$ cat src/rtl/sram_ctrl.sv
// Pipeline MEM-stage bridge to a 16-bit asynchronous SRAM: each 32-bit access is split into a low
// and a high half-word phase. Define SRAM_ADDR_CHECK_EN to reject misaligned or out-of-range addresses.
module sram_ctrl #(
  parameter int unsigned WAIT_CYCLES = 2,
  parameter logic [31:0] BASE_ADDR   = 32'd1024
) (
  input  logic        clk,
  input  logic        rst,
  input  logic        wr_en,
  input  logic        rd_en,
  input  logic [31:0] address,
  input  logic [31:0] write_data,
  output logic [31:0] read_data,
  output logic        ready,
  output logic [17:0] sram_addr,
  output logic [15:0] sram_dq_out,
  input  logic [15:0] sram_dq_in,
  output logic        sram_dq_oe,
  output logic        sram_we_n,
  output logic        addr_err
);

  typedef enum logic [1:0] {IDLE, LOW, HIGH, DONE} state_t;

  localparam logic [2:0] CNT_LOAD = 3'(WAIT_CYCLES);

  state_t      state;
  logic [2:0]  cnt;
  logic        op_wr;
  logic [16:0] idx_q;
  logic [31:0] data_q;
  logic        req;
  logic [16:0] idx;
  logic        bad_addr;

  assign req = wr_en | rd_en;
  assign idx = 17'((address - BASE_ADDR) >> 2);

  // The stall is visible in the same cycle the request appears, so the pipeline freezes before the edge.
  assign ready = (state == IDLE) ? ~req : (state == DONE);

`ifdef SRAM_ADDR_CHECK_EN
  logic [12:0] idx_hi;
  logic        addr_err_q;

  assign idx_hi   = 13'((address - BASE_ADDR) >> 19);
  assign bad_addr = (address < BASE_ADDR) | (address[1:0] != 2'b00) | (idx_hi != '0);
  assign addr_err = addr_err_q;
`else
  assign bad_addr = 1'b0;
  assign addr_err = 1'b0;
`endif

  // NOTE: all state uses non-blocking assignments so every register samples pre-edge values.
  always_ff @(posedge clk or negedge rst) begin
    if (!rst) begin
      state       <= IDLE;
      cnt         <= '0;
      op_wr       <= 1'b0;
      idx_q       <= '0;
      data_q      <= '0;
      read_data   <= '0;
      sram_addr   <= '0;
      sram_dq_out <= '0;
      sram_dq_oe  <= 1'b0;
      sram_we_n   <= 1'b1;
`ifdef SRAM_ADDR_CHECK_EN
      addr_err_q  <= 1'b0;
`endif
    end else begin
      case (state)
        IDLE: begin
          if (req) begin
            op_wr  <= wr_en;
            idx_q  <= idx;
            data_q <= write_data;
            if (bad_addr) begin
              state <= DONE;
`ifdef SRAM_ADDR_CHECK_EN
              addr_err_q <= 1'b1;
`endif
            end else begin
              state       <= LOW;
              cnt         <= CNT_LOAD;
              sram_addr   <= {idx, 1'b0};
              sram_dq_out <= write_data[15:0];
              sram_dq_oe  <= wr_en;
              sram_we_n   <= ~wr_en;
`ifdef SRAM_ADDR_CHECK_EN
              addr_err_q  <= 1'b0;
`endif
            end
          end
        end

        LOW: begin
          if (cnt == 3'd0) begin
            if (!op_wr) read_data[15:0] <= sram_dq_in;
            state       <= HIGH;
            cnt         <= CNT_LOAD;
            sram_addr   <= {idx_q, 1'b1};
            sram_dq_out <= data_q[31:16];
          end else begin
            cnt <= cnt - 3'd1;
          end
        end

        HIGH: begin
          if (cnt == 3'd0) begin
            if (!op_wr) read_data[31:16] <= sram_dq_in;
            state      <= DONE;
            sram_dq_oe <= 1'b0;
            sram_we_n  <= 1'b1;
          end else begin
            cnt <= cnt - 3'd1;
          end
        end

        // Leave unconditionally so a request still held during DONE is not issued twice.
        DONE:    state <= IDLE;
        default: state <= IDLE;
      endcase
    end
  end

endmodule
$ cat config.mk
export PLATFORM = sky130hd
export DESIGN_NAME = sram_ctrl
export DESIGN_NICKNAME = d
export VERILOG_FILES = /design/src/rtl/sram_ctrl.sv
export SDC_FILE = /design/constraint.sdc
export NUM_CORES = 1
export LEC_CHECK = 0
export ABC_AREA = 1
export CORE_UTILIZATION = 40
export DETAILED_ROUTE_END_ITERATION = 7
export GPL_TIMING_DRIVEN = 0
export HOLD_SLACK_MARGIN = 0.12
export PLACE_DENSITY = 0.78
export SLEW_MARGIN = 10
export SYNTH_ARGS = -nofsm -noshare
export SYNTH_HDL_FRONTEND = slang
export SYNTH_SLANG_ARGS = --single-unit
$ cat constraint.sdc
create_clock -name clk -period 2.1 [get_ports clk]
set_input_delay 0.42 -clock clk [delete_from_list [all_inputs] [get_ports clk]]
set_output_delay 0.42 -clock clk [all_outputs]
set_load 0.02 [all_outputs]
==> key figures <==
Critical path
  • Reg2reg start: state[1]
  • Worst Path Required: 1680 ps
  • Critical path class: reg2out
  • R2R depth: 11
  • Crit-path max FO: 5
  • Crit path arrival time: 1540 ps
  • Crit path to: ready
  • Worst Setup End Kind: output pin
  • CP startpoint: state[0]
  • Startpoint types: flop
  • FF-to-FF setup slack: 260 ps
  • Reg-to-reg critical path endpoint: sram_addr[16]

Pwr
  • Comb pwr share: 0.521
  • VDD IR max: 0.895 mV
  • Pwr per Cell Area: 1650 nW/µm²
  • Leak: 3.45 nW
  • Overall power: 11.2 mW
  • Psw: 4.71 mW
  • Sw Share: 0.420
  • Clock power frac: 0.152
  • Internal: between 6 and 7 mW
  • Sequential Power Share: 0.327

STA
  • Fin crit share: 0.934
  • Maximum operating frequency: 0.510 GHz
  • Skew final: 4.86 ps
  • Final setup viols: 0
  • Slew Viols, Final: 0
  • Relative slew margins: 0.629
  • Worst-Margin Slew: between 500 and 600 ps
  • RSZ-0062 raised after global routing: no
  • Final Hold Violating Endpoints: 0
  • Clock period minus worst slack: 1960 ps

Routing
  • Via count: 4,256
  • First DRT Iteration DRCs: 254
  • First drt pass iteration count: 4
  • Final wirelength: 12,200 µm
  • Via density: 4.71
  • Detail Route Antenna Nets: 0
  • Avg WL per Cell: 13.5 µm
  • DRC: 0

Logic synthesis
  • Synth area leader: dfrtp_1
  • Top-area cell type share of the netlist area: 0.541
  • Yosys reg bits: 107
  • Mapped Nets: 695
  • Post-synth top cells: 281 x nand2_1, 106 x dfrtp_1, 54 x o21ai_0, 49 x inv_1, 26 x nor2_1
  • Synth area leaders: dfrtp_1 54%, nand2_1 21%, o21ai_0 5.5%, inv_1 3.7%, o21ai_2 2.9%
  • Register area share after synthesis: 0.546
  • Library cells used by synthesis: 25
  • Synth warn: 0
  • Most common cell in the netlist: nand2_1
  • Area of the mapped netlist: 4910 µm²
  • Ys flop type: dfrtp_1
  • Post-synth EDFFs: 0
  • Cells after Synth: 603
  • Synthesized area per cell: between 8 and 9 µm²
  • Asr flop ratio synth: 1.00

Placed design
  • Final Wtd Congestion: 0.838
  • Post-detail-place hpwl: around 8500 µm
  • I/O Buffers: 137

Global routing
  • GR Overflow Total: 0
  • Initial antenna violation count: 0
  • Tot GR Track Use: 0.208
  • Largest net degree at the start of global routing: 88
  • Vias in the first global route: 4,234
  • First-pass GRT wire length: approximately 21,000 µm

Final layout
  • Syn-to-layout area delta: 38.7%
  • Fin util: 0.569
  • Nets: approximately 850
  • Layout cells sized above 1: 0.0832
  • # diodes: 0

Run status
  • Status: completed

Floorplanning
  • Die Ht: about 110 µm
  • I/O pins: around 150
  • Initial Util: 0.410
  • Die X-Extent: 113 µm
  • Die footprint: 12,700 µm²
  • # rows: 40
  • Core area: approximately 12,000 µm²

Hold path
  • Worst min-delay path class: in2async

Clocking
  • Worst-path clk slew: 70 ps
  • TritonCTS Sinks: 107
  • Later-pin clock latency in the skew report: 350 ps
  • H-tree depth: 3
  • Postcts setup bufs: 0
  • Clock Path Buffers: 2
  • Inserted Clock Buffers: 9
  • Clock root cell: clkbuf_16
  • CTS tree: yes

Flow run
  • Max-Cap Viols: 0
-- power by group through the flow --
stage               combinational, mW  clock (mW)  sequential, mW
floorplan                        2.77           0            4.40
global placement                 5.74           0            3.65
detailed placement               5.86           0            3.67
CTS                              5.89        1.74            3.66
global route                     6.53        1.82            3.79
finish                           5.85        1.71            3.67
-- flip-flops by register name (all words and copies together) (netlist names) --
signal	count
sram_dq_out	16
read_data	32
sram_addr	18
idx_q	17
cnt	3
sram_we_n	1
state	2
op_wr	1
data_q	16
sram_dq_oe	1
-- critical path, cell delays in order (launching register included) --
cell and delay, ps:
dfrtp_1 420, inv_1 160, ha_4 180, nand3_1 130
o21ai_0 120, buf_4 180
-- worst min path at each step --
stage | slack (ps) | end | cells past startpoint | startpoint
finish | 480 | read_data[5] | 2 | rst
global route | 500 | read_data[12] | 2 | rst
CTS | 470 | read_data[12] | 2 | rst
detailed placement | 280 | read_data[5] | 1 | rst
global placement | 460 | data_q[31] | 2 | data_q[31]
floorplan | 120 | cnt[0] | 0 | rst
-- layer usage --
metal  global-route usage  part of all wire  up-vias
met3               0.0798             0.084       12
met1                0.257              0.44     1960
met5                    0                 0        -
met2                0.343              0.46      134
met4               0.0524             0.011        0
li1                     -                 -     2150
-- layout by cell type, fill, tap and decap left out, types with 2 or more instances in the layout --
cell type          n
o21ai_2           16
a21oi_1            2
nor2_1            26
inv_1             49
clkbuf_1          10
dfrtp_1          106
ha_1               7
xor2_1             3
buf_4              5
inv_2              3
a31oi_1            3
o21ai_0           54
clkbuf_16          9
nand3_1           13
buf_2              7
buf_6              8
nand2_2            4
clkdlybuf4s50_1  135
nand2_1          281
-- what timing repair did --
item / CTS / global route
endpoints found under the setup margin: 1 / 1
pin swaps: 0 / 0
hold buffers: 1 / 0
hold endpoints to repair: 20 / 0
gates resized for setup: 6 / 2
-- cell type report --
type                            instances  area (µm²)
Sequential cell                       107        2680
Clock inverter                          4        51.3
Multi-Input combinational cell        416        1860
Clock buffer                           11         243
Fill cell                            1080        5160
Tap cell                              147         184
Buffer                                 27         178
Timing Repair Buffer                  139        1410
Inverter                               53         201
-- kinds of logic after synthesis --
group,synth area share
AND/OR/NAND/NOR,0.258
flip-flops,0.546
buffers and inverters,0.0773
AO/OA/AOI/OAI,0.0921
adder cells (fa/ha/maj),0.0204
XOR/XNOR,0.00536
other,0.000764
-- per-stage QoR --
| stage | area [µm²] | setup WS (ps) | std cells | TNS, ps | hold slack, ps |
|---|---|---|---|---|---|
| floorplan | 4910 | 494 | 603 | 0 | 124 |
| global placement | 6460 | -3550 | 887 | -377970 | 462 |
| detailed placement | 6490 | -186 | 888 | -186 | 277 |
| CTS | 6790 | 77.8 | 904 | 0 | 473 |
| global route | 6800 | 22.5 | 904 | 0 | 496 |
| finish | 6800 | 140 | 904 | 0 | 479 |
(Power assumes the default switching activity.)
